<file path="src/rtl/mult_pkg.sv">
// Shared definitions for the iterative MUL unit:
// FSM state encoding and the step-counter width helper.
package mult_pkg;

    localparam logic [1:0] ST_IDLE = 2'd0;
    localparam logic [1:0] ST_RUN  = 2'd1;
    localparam logic [1:0] ST_DONE = 2'd2;

    typedef enum logic [1:0] {
        S_IDLE = ST_IDLE,
        S_RUN  = ST_RUN,
        S_DONE = ST_DONE
    } state_t;

    // Bits needed to count 0..n-1, never less than one.
    function automatic int clog2(input int n);
        int r;
        r = 0;
        while ((1 << r) < n) r++;
        return (r < 1) ? 1 : r;
    endfunction

endpackage

</file>
<file path="src/rtl/fa1.sv">
// One-bit full adder cell.
// Ports: x, y, ci -> s (sum), co (carry out).
module fa1 (
    input  logic x,
    input  logic y,
    input  logic ci,
    output logic s,
    output logic co
);

    assign s  = x ^ y ^ ci;
    assign co = (x & y) | (ci & (x ^ y));

endmodule

</file>
<file path="src/rtl/seq_mult_n_add_row.sv">
// W-bit ripple adder row built from fa1 cells.
// Ports: x, y (W) -> sum (W), co (carry out of the top bit).
module add_row #(
    parameter int W = 10
) (
    input  logic [W-1:0] x,
    input  logic [W-1:0] y,
    output logic [W-1:0] sum,
    output logic         co
);

    logic [W:0] c;

    assign c[0] = 1'b0;

    for (genvar i = 0; i < W; i++) begin : g_bit
        fa1 u_fa (
            .x  (x[i]),
            .y  (y[i]),
            .ci (c[i]),
            .s  (sum[i]),
            .co (c[i+1])
        );
    end

    assign co = c[W];

endmodule

</file>
<file path="src/rtl/seq_mult_n.sv">
// Iterative shift-add multiplier (MUL unit), one adder row reused W times,
// optional two's complement mode, valid/ready on both sides.
// Ports: clk, rst_n; in_valid/in_ready with a, b, is_signed;
//        out_valid/out_ready with pro (2W); busy high in RUN or DONE.
module seq_mult_n
    import mult_pkg::*;
#(
    parameter int W         = 10,
    parameter bit SIGNED_EN = 1'b1
) (
    input  logic           clk,
    input  logic           rst_n,
    input  logic           in_valid,
    output logic           in_ready,
    input  logic [W-1:0]   a,
    input  logic [W-1:0]   b,
    input  logic           is_signed,
    output logic           out_valid,
    input  logic           out_ready,
    output logic [2*W-1:0] pro,
    output logic           busy
);

    localparam int CW = clog2(W);

    state_t state, state_nx;

    // Upper half is the running partial sum, lower half the
    // not-yet-consumed multiplier bits. The spare top bit of the
    // nominal 2W+1 accumulator is always zero after a shift, so it
    // is not stored.
    logic [2*W-1:0] acc;
    logic [W-1:0]   mcand;
    logic           neg;
    logic [CW-1:0]  cnt;

    logic           sgn;
    logic [W-1:0]   a_op;
    logic [W-1:0]   b_op;
    logic           accept;
    logic           last;
    logic [W-1:0]   addend;
    logic [W-1:0]   sum;
    logic           co;
    logic [2*W-1:0] step;

    // Magnitude of a two's complement value; -2^(W-1) maps to 2^(W-1),
    // which still fits as an unsigned W-bit number.
    function automatic logic [W-1:0] mag(input logic [W-1:0] x);
        return x[W-1] ? (~x + W'(1)) : x;
    endfunction

    assign sgn    = is_signed & SIGNED_EN;
    assign a_op   = sgn ? mag(a) : a;
    assign b_op   = sgn ? mag(b) : b;
    assign accept = (state == S_IDLE) && in_valid;
    assign last   = (cnt == CW'(W - 1));
    assign addend = acc[0] ? mcand : '0;

    add_row #(.W(W)) u_row (
        .x   (acc[2*W-1:W]),
        .y   (addend),
        .sum (sum),
        .co  (co)
    );

    // Carry re-enters as the new top bit, so nothing is lost on the shift.
    assign step = {co, sum, acc[W-1:1]};

    always_ff @(posedge clk or negedge rst_n) begin
        if (!rst_n) begin
            state <= S_IDLE;
        end else begin
            state <= state_nx;
        end
    end

    always_comb begin
        state_nx  = state;
        in_ready  = 1'b0;
        out_valid = 1'b0;
        busy      = 1'b1;
        unique case (state)
            S_IDLE: begin
                in_ready = 1'b1;
                busy     = 1'b0;
                if (in_valid) state_nx = S_RUN;
            end
            S_RUN: begin
                if (last) state_nx = S_DONE;
            end
            S_DONE: begin
                out_valid = 1'b1;
                if (out_ready) state_nx = S_IDLE;
            end
            default: begin
                state_nx = S_IDLE;
                busy     = 1'b0;
            end
        endcase
    end

    always_ff @(posedge clk or negedge rst_n) begin
        if (!rst_n) begin
            acc   <= '0;
            mcand <= '0;
            neg   <= 1'b0;
            cnt   <= '0;
            pro   <= '0;
        end else begin
            if (accept) begin
                // A zero operand gives a zero product: keep it positive.
                neg   <= sgn & (a[W-1] ^ b[W-1]) & (|a) & (|b);
                mcand <= a_op;
                acc   <= {{W{1'b0}}, b_op};
                cnt   <= '0;
            end else if (state == S_RUN) begin
                acc <= step;
                cnt <= cnt + CW'(1);
                if (last) begin
                    pro <= neg ? (~step + (2*W)'(1)) : step;
                end
            end
        end
    end

endmodule
</file>
<file path="config.mk">
export PLATFORM = sky130hd
export DESIGN_NAME = seq_mult_n
export DESIGN_NICKNAME = d
export VERILOG_FILES = /design/src/rtl/mult_pkg.sv /design/src/rtl/fa1.sv /design/src/rtl/seq_mult_n_add_row.sv /design/src/rtl/seq_mult_n.sv
export SDC_FILE = /design/constraint.sdc
export NUM_CORES = 1
export LEC_CHECK = 0
export BUFFER_PORTS_ARGS = -buffer_cell sky130_fd_sc_hd__buf_2
export CORE_ASPECT_RATIO = 1.25
export CORE_MARGIN = 2
export CORE_UTILIZATION = 49
export DETAILED_ROUTE_END_ITERATION = 8
export PLACE_DENSITY = 0.71
export SETUP_SLACK_MARGIN = 0.05
export SYNTH_ARGS = -nofsm -noshare
export SYNTH_HDL_FRONTEND = slang
export SYNTH_SLANG_ARGS = --single-unit
</file>
<file path="constraint.sdc">
create_clock -name clk -period 4.6 [get_ports clk]
set_input_delay 0.92 -clock clk [delete_from_list [all_inputs] [get_ports clk]]
set_output_delay 0.92 -clock clk [all_outputs]
set_load 0.02 [all_outputs]
</file>
### Word level (Yosys, flattened, before mapping)

Index checks and enable logic that the tools add are counted.

| cells by class | value |
|---|---|
| reductions and logical operators | 8 |
| mux-type cells | 17 |
| eq/ne operators | 6 |
| bitwise operators | 55 |
| add/subtract/negate cells | 4 |

Operator list:

| cell | count |
|---|---|
| $mux W20 | 3 |
| $mux W10 | 5 |
| $and A1 B1 Y1 | 22 |
| $add A10 B1 Y10 const B | 2 |
| $add A20 B1 Y20 const B | 1 |
| $not A10 Y10 | 2 |
| $not A20 Y20 | 1 |
| $reduce_or A10 Y1 | 2 |
| $xor A1 B1 Y1 | 20 |
| $or A1 B1 Y1 | 9 |
| $mux W4 | 2 |
| $mux W2 | 3 |
| $ne A2 B2 Y1 const B | 3 |
| $pmux W2 S3 | 1 |
| $reduce_and A3 Y1 | 2 |
| $add A4 B1 Y4 const B | 1 |
| $eq A4 B4 Y1 const B | 1 |
| $mux W1 | 3 |
| $eq A2 B1 Y1 const B | 1 |
| $eq A2 B2 Y1 const B | 1 |
| $logic_not A2 Y1 | 1 |
| $reduce_bool A2 Y1 | 1 |
| $reduce_or A2 Y1 | 1 |
| $logic_and A1 B1 Y1 | 1 |
| $not A1 Y1 | 1 |

| word-level totals | value |
|---|---|
| output and inout bits | 23 |
| input bits | 25 |
| word-level logic and storage cells | 96 |
| register bits after elaboration | 57 |

### Depth between registers and ports, before layout

Gate-level depths: netlist of the first run.

| logic depth | value |
|---|---|
| depth in word-level cells | 23 |
| depth in mapped cells | 19 |
| mapped depth without buffers | 18 |

### By module

Synthesis of the first run repeated with hierarchy kept, for this count alone.

| unflattened totals | value |
|---|---|
| cells, all modules | 353 |
| area total of the unflattened synthesis | 3385.7 µm² |

By module, submodules not included:

| module | times used | seq. area each (µm²) | cells each | area each (µm²) |
|---|---|---|---|---|
| seq_mult_n | 1 | 1426.4 | 342 | 3181.8 |
| fa1 | 10 | 0.0 | 1 | 20.0 |
| add_row | 1 | 0.0 | 1 | 3.8 |

### Least setup slack after synthesis of the first run

Ideal clock, no wire load.

| timing path | value |
|---|---|
| kind | register -> register |
| start | register acc[0] |
| end | register pro[19] |
| data required time | 4.467 ns |
| path slack | -0.403 ns |
| arrival time | 4.870 ns |
| library setup time | 0.133 ns |
| buffers on the path | 1 |
| cell stages (with the launch flop) | 20 |
| cells stage by stage | dfrtp_1 clkbuf_1 and2_1 ha_1 inv_1 fa_1 fa_1 fa_1 fa_1 fa_1 fa_1 inv_1 fa_1 inv_1 fa_1 inv_1 fa_1 o41ai_1 xor2_1 o21ai_0 |

| between the ends | value |
|---|---|
| longest elaborated chain between the ends | 23 |
| elaborated cells between the ends (all ways) | 51 |
| classes of those cells | 1 x add/sub; 2 x mux; 48 x bitwise |

Ends and longest elaborated chain:

| element | line | text |
|---|---|---|
| from (decl) | seq_mult_n.sv:32 | `logic [2*W-1:0] acc;` |
| from (signal assigned) | seq_mult_n.sv:115 | `acc <= {{W{1'b0}}, b_op};` |
| from (signal assigned) | seq_mult_n.sv:118 | `acc <= step;` |
| $mux W10 (*) | seq_mult_n.sv:58 | `assign addend = acc[0] ? mcand : '0;` |
| $and A1 B1 Y1 / $xor A1 B1 Y1 (equally long branches) | fa1.sv:12, fa1.sv:11 |  |
| $and A1 B1 Y1 | fa1.sv:12 | `assign co = (x & y) \| (ci & (x ^ y));` |
| $or A1 B1 Y1 | fa1.sv:12 |  |
| $and A1 B1 Y1 | fa1.sv:12 |  |
| $or A1 B1 Y1 | fa1.sv:12 |  |
| $and A1 B1 Y1 | fa1.sv:12 |  |
| $or A1 B1 Y1 | fa1.sv:12 |  |
| [... 7 more ...] | -- |  |
| $or A1 B1 Y1 | fa1.sv:12 |  |
| $and A1 B1 Y1 | fa1.sv:12 |  |
| $or A1 B1 Y1 | fa1.sv:12 |  |
| $and A1 B1 Y1 | fa1.sv:12 |  |
| $or A1 B1 Y1 | fa1.sv:12 |  |
| $not A20 Y20 | seq_mult_n.sv:121 | `pro <= neg ? (~step + (2*W)'(1)) : step;` |
| $add A20 B1 Y20 | seq_mult_n.sv:121 |  |
| $mux W20 (*) | seq_mult_n.sv:121 |  |
| to (signal assigned) | seq_mult_n.sv:121 |  |
| to (decl) | seq_mult_n.sv:20 | `output logic [2*W-1:0] pro,` |

Every way passes the cells marked *; elsewhere a longest branch is shown, timed or not.
A chain may end at the register's enable or synchronous reset.

### Worst setup path after layout of the first run

| timing path | value |
|---|---|
| start | register mcand[0] |
| end | register pro[19] |

| between the ends | value |
|---|---|
| longest elaborated chain between the ends | 23 |
| elaborated cells between the ends (all ways) | 33 |
| classes of those cells | 1 x add/sub; 2 x mux; 30 x bitwise |

Ends and longest elaborated chain:

| element | line | text |
|---|---|---|
| from (decl) | seq_mult_n.sv:33 | `logic [W-1:0] mcand;` |
| from (signal assigned) | seq_mult_n.sv:114 | `mcand <= a_op;` |
| $mux W10 (*) | seq_mult_n.sv:58 |  |
| $and A1 B1 Y1 (2 in a row) | fa1.sv:12 |  |
| $or A1 B1 Y1 | fa1.sv:12 |  |
| $and A1 B1 Y1 | fa1.sv:12 |  |
| $or A1 B1 Y1 | fa1.sv:12 |  |
| $and A1 B1 Y1 | fa1.sv:12 |  |
| $or A1 B1 Y1 | fa1.sv:12 |  |
| $and A1 B1 Y1 | fa1.sv:12 |  |
| [... 6 more ...] | -- |  |
| $or A1 B1 Y1 | fa1.sv:12 |  |
| $and A1 B1 Y1 | fa1.sv:12 |  |
| $or A1 B1 Y1 | fa1.sv:12 |  |
| $and A1 B1 Y1 | fa1.sv:12 |  |
| $or A1 B1 Y1 | fa1.sv:12 |  |
| $not A20 Y20 | seq_mult_n.sv:121 |  |
| $add A20 B1 Y20 | seq_mult_n.sv:121 |  |
| $mux W20 (*) | seq_mult_n.sv:121 |  |

Marked as above.

==> results.py, run 1 <==
metrics = {
    "layout": {
        "multi_input_area_um2": 1840,
        "final_cells": 503,
        "seq_area_um2": 1430,
        "area_delta_synth_final_pct": 15.5,
        "final_nets": 456,
        "diodes": 0,
        "drive_above_1_share_pct": 20.2,
        "fill_cells": 600,
    },
    "detailed_routing": {
        "viasPerCell": 5.23,
        "drc": 0,
        "vias": 2629,
        "initialDrtViolationCount": 94,
        "drtAntennaViolNets": 0,
        "wl_per_cell_um": 12.7,
        "routed_wl_um": 6370,
        "drtPass1Iterations": 4,
    },
    "floorplanning": {
        "num_rows": 33,
        "start_util_pct": 51.2,
        "die_w_um": 78.3,
        "die_y_um": 96.9,
        "io_pins": 48,
        "die-area_um2": 7590,
        "core-area_um2": 6610,
    },
    "synthesis": {
        "netlist_area_um2": 3380,
        "synth.distinct_cells": 42,
        "synth_nets": 410,
        "avgSynthCellArea_um2": 9.22,
        "synth-async-reset-ratio_pct": 100,
        "synth_edf_count": 0,
        "yosysSeqAreaShare_pct": 42.2,
        "yosys_warnings": 0,
        "synthFlopType": "dfrtp_1",
        "syn_inst": 367,
        "synth_seq_cells": 57,
    },
    "clocking": {
        "cts_tree": "done",
        "cts_hold_buf": 0,
        "clock_path_buffers": 2,
        "cts_setup_buffers": 0,
        "htreeDepth": 3,
        "cts-buffers-inserted": 9,
        "clockRootBuffer": "clkbuf_8",
        "clock_latency_ps": 340,
        "cts_sinks": 57,
        "post_cts_resized": 5,
        "clk_pin_slew_ps": 60,
    },
    "setup_path": {
        "cp.required_ps": 4790,
        "crit_fanout": 2,
        "crit_top_cell": "fa_2",
        "critPathLaunchType": "register",
        "cpPeakStageDelay_ps": 450,
        "path_cells": "and2_4, ha_4, inv_1, fa_2, fa_2, fa_2, fa_2, fa_2, fa_2, inv_2, fa_2, inv_1, fa_2, inv_2, fa_1, o41ai_2, xor2_1, o21ai_1",
        "critPathKind": "register to register",
        "cpMaxStageDelayCell": "fa_1",
        "cp-end-kind": "register",
        "cp.arrival_ps": 4720,
    },
    "grt": {
        "track_usage_pct": 18.2,
        "gr-total-overflow": 0,
        "antenna_found_initial": 0,
        "grt_max_degree": 58,
        "use_met1_pct": 24.4,
        "use_met2_pct": 28.9,
        "grt_pass1_wl_um": 11100,
        "grt_use_met3_pct": 2.61,
        "grt_pass1_vias": 2418,
        "busiest_layer": "met2",
    },
    "placed_design": {
        "hpwl_um": 4760,
        "post-place-ws_ps": -30.9,
        "io_buffers": 47,
        "place_inst": 489,
        "place.gp.congestion": 0.793,
    },
    "power": {
        "power_switching_w": 0.00102,
        "p_int_w": 0.00145,
        "max-vdd-ir-drop_v": 0.000267,
        "powerDensity_nw_per_um2": 632,
        "combinationalPowerShare_pct": 49.0,
        "switching_share_pct": 41.4,
        "seqPwrFrac_pct": 35.1,
        "power.leakage_nw": 1.81,
        "p_clk_share_pct": 15.9,
    },
    "sta": {
        "fin_ws_ps": 67.6,
        "finalSetupViolCount": 0,
        "hold_viol_final": 0,
        "fin_crit_ps": 4530,
        "finalSetupTns_ps": 0,
        "tightest_slew_ps": 996,
        "rsz0062_at_grt": "yes",
        "max_slew_margin_pct": 33.6,
        "maxSlewViolCount": 0,
        "timing.fmax_mhz": 221,
        "period_share_pct": 98.5,
        "hold_ws_ps": 466,
        "skew_ps": 6.57,
    },
    "outcome": {
        "outcome": "complete, no violations",
    },
    "min_path": {
        "hp-class": "register to register",
    },
    "flow_run": {
        "cap_violations": 0,
    },
}
==> state kept, by name, indices dropped and copies added (netlist names) <==
| register | count |
|---|---|
| mcand | 10 |
| cnt | 4 |
| state | 2 |
| neg | 1 |
| acc | 20 |
| pro | 20 |
==> through the flow <==
stage	total power, W	utilization (%)	instance area (µm²)
6_report	0.00247	59.1	3910
4_1_cts	0.00247	58.8	3890
2_1_floorplan	0.00178	-	3410
5_1_grt	0.00269	59.1	3910
3_3_place_gp	0.00203	56.3	3720
3_5_place_dp	0.00207	56.3	3720
==> worst max-delay path: cells and delay by family (launching register included) <==
kind | cells | cell delay (ps)
fa+ha+maj | 10 | 3160
flops | 1 | 350
xor+xnor | 1 | 180
compound gates | 2 | 340
buf+inv | 4 | 210
simple gates | 1 | 160
==> final cells by class <==
cell class | instances | area share, %
clock buffers | 14 | 4.16
inverters | 25 | 2.40
flip-flops and latches | 57 | 36.5
well taps | 87 | 2.79
multi-input cells | 268 | 47.1
repair buffers | 52 | 7.08
==> kinds of logic (layout without fill, tap and decap cells) <==
family / count (synthesis) / after routing / synth area share [%]
AOI/OAI and AO/OA: 75 / 75 / 13.0
xor gates and xnor gates: 35 / 35 / 9.06
adders and majority gates: 18 / 18 / 8.66
buffers and inverters: 42 / 91 / 4.74
DFF: 57 / 57 / 42.2
muxes: 17 / 17 / 5.14
and+or+nand+nor: 123 / 123 / 17.2
==> layer usage <==
layer	part of all wire (%)	wire length, µm	vias up
met4	1.4	88	0
met3	3.9	249	8
met5	0	0	-
met1	46	2960	1228
met2	48	3070	59
li1	-	-	1334
==> worst paths after layout <==
kind | from | cells after the start | end | slack (ps)
worst max-delay path | mcand[0] | 18 | pro[19] | 70
worst min-delay path | mcand[9] | 2 | mcand[9] | 470
worst max register to register | mcand[0] | 18 | pro[19] | 70
worst min register to register | mcand[9] | 2 | mcand[9] | 470
max in group asynchronous | rst_n | 2 | acc[8] | 3430
min in group asynchronous | rst_n | 2 | pro[15] | 710
==> cell usage after synthesis, types with 2 or more instances <==
cell type | instances | area [µm²]
and3_1 | 2 | 12.5
mux2i_1 | 14 | 140
and2_1 | 4 | 25.0
ha_1 | 9 | 113
o41ai_1 | 2 | 17.5
mux2_2 | 3 | 33.8
a211oi_1 | 8 | 60.1
fa_1 | 9 | 180
nor2_1 | 29 | 109
nor3_1 | 3 | 15.0
nand2_1 | 58 | 218
clkbuf_1 | 12 | 45.0
nor3b_1 | 2 | 15.0
nand4_1 | 4 | 25.0
xnor2_1 | 19 | 166
buf_1 | 3 | 11.3
nor4_1 | 3 | 18.8
nor2b_1 | 4 | 25.0
a21oi_1 | 9 | 45.0
dfrtp_1 | 57 | 1430
xor2_1 | 16 | 140
o21ai_0 | 46 | 230
inv_1 | 25 | 93.8
o31ai_1 | 4 | 30.0
nand3_1 | 5 | 25.0
==> cells in the final DEF, fill, tap and decap left out, drive strengths merged, types with 2 or more instances in the layout <==
cell type | synthesis | routed
nand2 | 58 | 58
dfrtp | 57 | 57
buf | 4 | 52
o21ai | 46 | 46
nor2 | 29 | 29
inv | 25 | 25
xnor2 | 19 | 19
xor2 | 16 | 16
mux2i | 14 | 14
clkbuf | 13 | 14
a21oi | 9 | 9
fa | 9 | 9
ha | 9 | 9
a211oi | 8 | 8
nand3 | 5 | 5
nand4 | 4 | 4
o31ai | 4 | 4
nor2b | 4 | 4
and2 | 4 | 4
nor4 | 4 | 4
mux2 | 3 | 3
nor3 | 3 | 3
o41ai | 3 | 3
and3 | 2 | 2
nor3b | 2 | 2
or4 | 2 | 2
==> power by group through the flow <==
stage          sequential, W  combinational, W  clock (W)
3_5_place_dp        0.000874           0.00119          0
2_1_floorplan       0.000884          0.000900          0
4_1_cts             0.000867           0.00121   0.000398
6_report            0.000867           0.00121   0.000393
5_1_grt             0.000904           0.00136   0.000427
3_3_place_gp        0.000864           0.00116          0
No activity file was read; power rests on OpenSTA's default activity.
==> inputs of run 2 (changes only) <==
Settings changed: ABC_CLOCK_PERIOD_IN_PS set to 4600, CORE_UTILIZATION 49 to 35, PLACE_DENSITY 0.71 to 0.53, REMOVE_ABC_BUFFERS set to 1.
==> results.py, run 2 (synthesized netlist as in run 1, its figures left out) <==
metrics = {
    "setup_path": {
        "path_cells": "and2_1, ha_1, inv_1, fa_2, fa_2, fa_2, fa_2, fa_2, fa_2, inv_2, fa_1, inv_1, fa_2, inv_2, fa_1, o41ai_2, xor2_1, o21ai_1",
        "cp.required_ps": 4780,
        "crit_top_cell": "fa_2",
        "cpMaxStageDelayCell": "fa_1",
        "cp-end-kind": "register",
        "timing.rr.end": "pro[19]",
        "critPathLaunchType": "register",
        "reg2reg_from": "mcand[0]",
        "crit_fanout": 2,
        "cp.arrival_ps": 4680,
        "endpoint": "pro[19]",
        "critPathKind": "register to register",
        "startpoint": "mcand[0]",
        "cpPeakStageDelay_ps": 420,
        "r2r_cells": 18,
        "reg2reg_slack_ps": 100,
    },
    "power": {
        "max-vdd-ir-drop_v": 0.000445,
        "power.leakage_nw": 1.86,
        "powerDensity_nw_per_um2": 656,
    },
    "layout": {
        "reg_top3": "acc x20, pro x20, mcand x10",
        "final_cells": 545,
        "diodes": 0,
        "area_delta_synth_final_pct": 19.3,
        "fill_cells": 983,
        "mostFrequentLayoutCells": "58 x nand2_1, 57 x dfrtp_1, 47 x buf_2, 45 x o21ai_0, 29 x nor2_1",
        "drive_above_1_share_pct": 20.0,
        "layout_commonest_cell": "nand2_1",
        "final_nets": 457,
    },
    "sta": {
        "rsz0062_at_grt": "yes",
        "fin_crit_ps": 4500,
        "maxSlewViolCount": 0,
        "hold_viol_final": 0,
        "finalSetupTns_ps": 0,
        "tightest_slew_ps": 1070,
        "skew_ps": 5.69,
        "period_share_pct": 97.9,
        "finalSetupViolCount": 0,
        "max_slew_margin_pct": 28.8,
        "timing.fmax_mhz": 222,
    },
    "clocking": {
        "cts_sinks": 57,
        "clockRootBuffer": "clkbuf_16",
        "htreeDepth": 3,
        "cts-buffers-inserted": 9,
        "clock_path_buffers": 2,
        "cts_hold_buf": 0,
        "cts_tree": "done",
        "clock_latency_ps": 330,
        "cts_setup_buffers": 0,
        "clk_pin_slew_ps": 50,
    },
    "floorplanning": {
        "io_pins": 48,
        "core-area_um2": 9510,
        "num_rows": 40,
        "die-area_um2": 10500,
        "die_w_um": 91.9,
        "start_util_pct": 35.6,
        "die_y_um": 114,
    },
    "detailed_routing": {
        "drtPass1Iterations": 4,
        "routed_wl_um": 6930,
        "drc": 0,
        "drtAntennaViolNets": 0,
        "viasPerCell": 4.83,
        "vias": 2630,
        "initialDrtViolationCount": 93,
        "wl_per_cell_um": 12.7,
    },
    "placed_design": {
        "place.gp.congestion": 0.736,
        "hpwl_um": 5070,
        "io_buffers": 47,
        "place_inst": 529,
    },
    "outcome": {
        "outcome": "complete, no violations",
    },
    "grt": {
        "track_usage_pct": 14.4,
        "antenna_found_initial": 0,
        "grt_pass1_wl_um": 11900,
        "gr-total-overflow": 0,
        "grt_max_degree": 58,
        "grt_pass1_vias": 2509,
    },
    "flow_run": {
        "cap_violations": 0,
    },
    "min_path": {
        "hp-class": "register to register",
    },
}
## run 2: cell count changes in the layout (fill, tap and decap cells not counted), sizes merged
cell	change
clkinv	+4
buf	+1
clkbuf	-2
## run 2: how the worst min path moves through the flow
| stage | startpoint | end | slack (ps) | cells past startpoint |
|---|---|---|---|---|
| after floorplan | mcand[9] | mcand[9] | 430 | 2 |
| after detailed placement | pro[13] | pro[13] | 460 | 2 |
| after global placement | mcand[9] | mcand[9] | 460 | 2 |
| final | pro[4] | pro[4] | 470 | 2 |
| after CTS | pro[13] | pro[13] | 470 | 2 |
| after global routing | pro[16] | pro[16] | 490 | 2 |
## run 2: area by class of cell
class	instances	area (µm²)	share of cell area, %
Timing Repair Buffer	53	280	6.95
Clock inverter	4	20.0	0.496
Clock buffer	12	236	5.86
Tap cell	126	158	3.91
Sequential cell	57	1430	35.3
Multi-Input combinational cell	268	1820	45.1
Inverter	25	93.8	2.33
## run 2: report_power, final
group | switching [W] | leakage [nW] | internal, W
clock | 0.000219 | 0.130 | 0.000359
combinational | 0.000674 | 0.984 | 0.000529
sequential | 0.000170 | 0.745 | 0.000695
## run 2: per-stage QoR
stage               utilization [%]  hold slack, ps  setup WS, ps  total power [W]  instance area [µm²]
finish                         42.4             465          97.3          0.00265                 4040
global route                   42.4             488          -100          0.00290                 4040
CTS                            42.4             475          57.2          0.00268                 4030
detailed placement             39.5             464          -323          0.00207                 3750
global placement               39.5             460          -271          0.00205                 3750
floorplan                         -             431          -306          0.00173                 3320
## run 2: per-layer routing
layer / wire length, µm / up-vias / track usage, %
met5: 0 / - / 0
met4: 133 / 0 / 5.97
met3: 313 / 12 / 4.49
met2: 3360 / 50 / 24.2
met1: 3120 / 1237 / 17.3
li1: - / 1331 / -
## run 2: critical path, delay by kind of cell, from the launching register on
| family | cells | cell delay (ps) |
|---|---|---|
| adder cells (fa/ha/maj) | 10 | 3100 |
| AO/OA/AOI/OAI | 2 | 390 |
| flip-flops | 1 | 340 |
| buffers and inverters | 4 | 230 |
| XOR/XNOR | 1 | 180 |
| AND/OR/NAND/NOR | 1 | 130 |
## run 2: timing repair
item | in CTS | in global routing
endpoints found under the setup margin | 3 | 1
pin swaps | 3 | 0
gates resized for setup | 9 | 2
==> inputs of run 3 (changes only) <==
Settings changed: CORE_MARGIN 2 to 4.
==> results.py, run 3 (synthesized netlist as in run 1, its figures left out) <==
metrics = {
    "grt": {
        "gr-total-overflow": 0,
        "antenna_found_initial": 0,
        "grt_pass1_wl_um": 12500,
        "grt_max_degree": 41,
        "track_usage_pct": 14.2,
        "grt_pass1_vias": 2566,
    },
    "floorplanning": {
        "io_pins": 48,
        "die-area_um2": 11300,
        "die_y_um": 118,
        "num_rows": 39,
        "start_util_pct": 36.5,
        "core-area_um2": 9270,
        "die_w_um": 95.9,
    },
    "placed_design": {
        "hpwl_um": 5310,
        "place.gp.congestion": 0.738,
        "io_buffers": 47,
    },
    "detailed_routing": {
        "wl_per_cell_um": 13.4,
        "drtAntennaViolNets": 0,
        "viasPerCell": 4.83,
        "drc": 0,
        "routed_wl_um": 7300,
        "initialDrtViolationCount": 57,
        "vias": 2624,
        "drtPass1Iterations": 4,
    },
    "layout": {
        "diodes": 0,
        "final_nets": 459,
        "drive_above_1_share_pct": 21.9,
        "layout_commonest_cell": "nand2_1",
        "fin_util_pct": 43.9,
        "mostFrequentLayoutCells": "58 x nand2_1, 57 x dfrtp_1, 47 x buf_2, 44 x o21ai_0, 29 x nor2_1",
        "area_delta_synth_final_pct": 20.3,
        "reg_top3": "acc x20, pro x20, mcand x10",
    },
    "sta": {
        "period_share_pct": 99.7,
        "skew_ps": 8.84,
        "finalSetupViolCount": 0,
        "fin_crit_ps": 4590,
        "max_slew_margin_pct": 25.4,
        "maxSlewViolCount": 0,
        "rsz0062_at_grt": "yes",
        "hold_viol_final": 0,
        "timing.fmax_mhz": 218,
        "tightest_slew_ps": 1120,
    },
    "power": {
        "max-vdd-ir-drop_v": 0.000362,
        "seqPwrFrac_pct": 32.3,
        "p_int_w": 0.00162,
        "combinationalPowerShare_pct": 45.8,
        "p_clk_share_pct": 21.9,
        "powerDensity_nw_per_um2": 663,
        "switching_share_pct": 40.1,
        "power.leakage_nw": 1.87,
        "power_switching_w": 0.00108,
        "power_w": 0.00270,
    },
    "clocking": {
        "cts_hold_buf": 0,
        "cts_sinks": 57,
        "cts-buffers-inserted": 9,
        "clock_latency_ps": 330,
        "clockRootBuffer": "clkbuf_16",
        "htreeDepth": 3,
        "cts_tree": "done",
        "clk_pin_slew_ps": 50,
        "clock_path_buffers": 2,
    },
    "flow_run": {
        "cap_violations": 0,
    },
    "min_path": {
        "hp-class": "register to register",
        "hold_depth": 2,
        "min_from": "pro[8]",
    },
    "setup_path": {
        "cp.arrival_ps": 4760,
        "startpoint": "acc[0]",
        "reg2reg_from": "acc[0]",
        "critPathKind": "register to register",
        "r2r_cells": 18,
        "crit_fanout": 2,
        "critPathLaunchType": "register",
        "cp.required_ps": 4770,
        "cp-end-kind": "register",
    },
    "outcome": {
        "outcome": "complete, no violations",
    },
}
[run 3: what timing repair did]
action / 4_1_cts / 5_1_grt
pin swaps: 1 / 3
setup endpoints to repair: 2 / 3
gates cloned: 0 / 0
gates resized for setup: 6 / 12
setup buffers: 0 / 2
[run 3: path summary, 6_finish.rpt]
| kind | end | slack, ps |
|---|---|---|
| setup / recovery | pro[19] | 10 |
| max in group asynchronous | pro[6] | 3200 |
| hold / removal | pro[8] | 470 |
| setup reg to reg | pro[19] | 10 |
| min in group asynchronous | pro[19] | 550 |
| hold reg to reg | pro[8] | 470 |
[run 3: final cells by class]
class,instances,area [µm²]
multi-input cells,268,1840
inverters,25,93.8
repair buffers,55,295
flip-flops and latches,57,1430
clock inverters,4,20.0
well taps,123,154
fillers,963,5200
clock buffers,11,243
[run 3: routing by layer]
layer,vias to the layer above,GRT usage [%],routed length [µm]
met3,12,2.62,243
met1,1226,18.1,3330
met2,43,22.6,3540
li1,1343,-,-
met4,0,7.47,177
met5,-,0,0
[run 3: critical path, cell delays in order, from the launching register on]
cell	delay, ps
dfrtp_1	350
and2_4	160
ha_4	120
inv_2	40
fa_2	350
fa_2	350
fa_2	350
fa_2	350
fa_2	340
fa_2	340
inv_2	60
fa_2	180
inv_2	40
fa_2	320
inv_2	60
fa_1	440
o41ai_2	360
xor2_1	170
o21ai_1	70
[run 3: power by group through the flow]
stage / clock network, W / registers [W] / logic (W)
2_1_floorplan: 0 / 0.000908 / 0.000823
3_3_place_gp: 0 / 0.000871 / 0.00119
3_5_place_dp: 0 / 0.000878 / 0.00120
4_1_cts: 0.000608 / 0.000871 / 0.00123
5_1_grt: 0.000628 / 0.000902 / 0.00140
6_report: 0.000591 / 0.000871 / 0.00124
[run 3: per-stage QoR]
stage	hold slack, ps	setup TNS (ps)	std cells	worst slack, ps	area, µm²
after global routing	498	-150	543	-150	4070
after global placement	451	-258	527	-258	3760
final	467	0	543	12.1	4070
after detailed placement	465	-309	527	-309	3760
after CTS	476	0	542	2.84	4040
after floorplan	431	-306	350	-306	3320
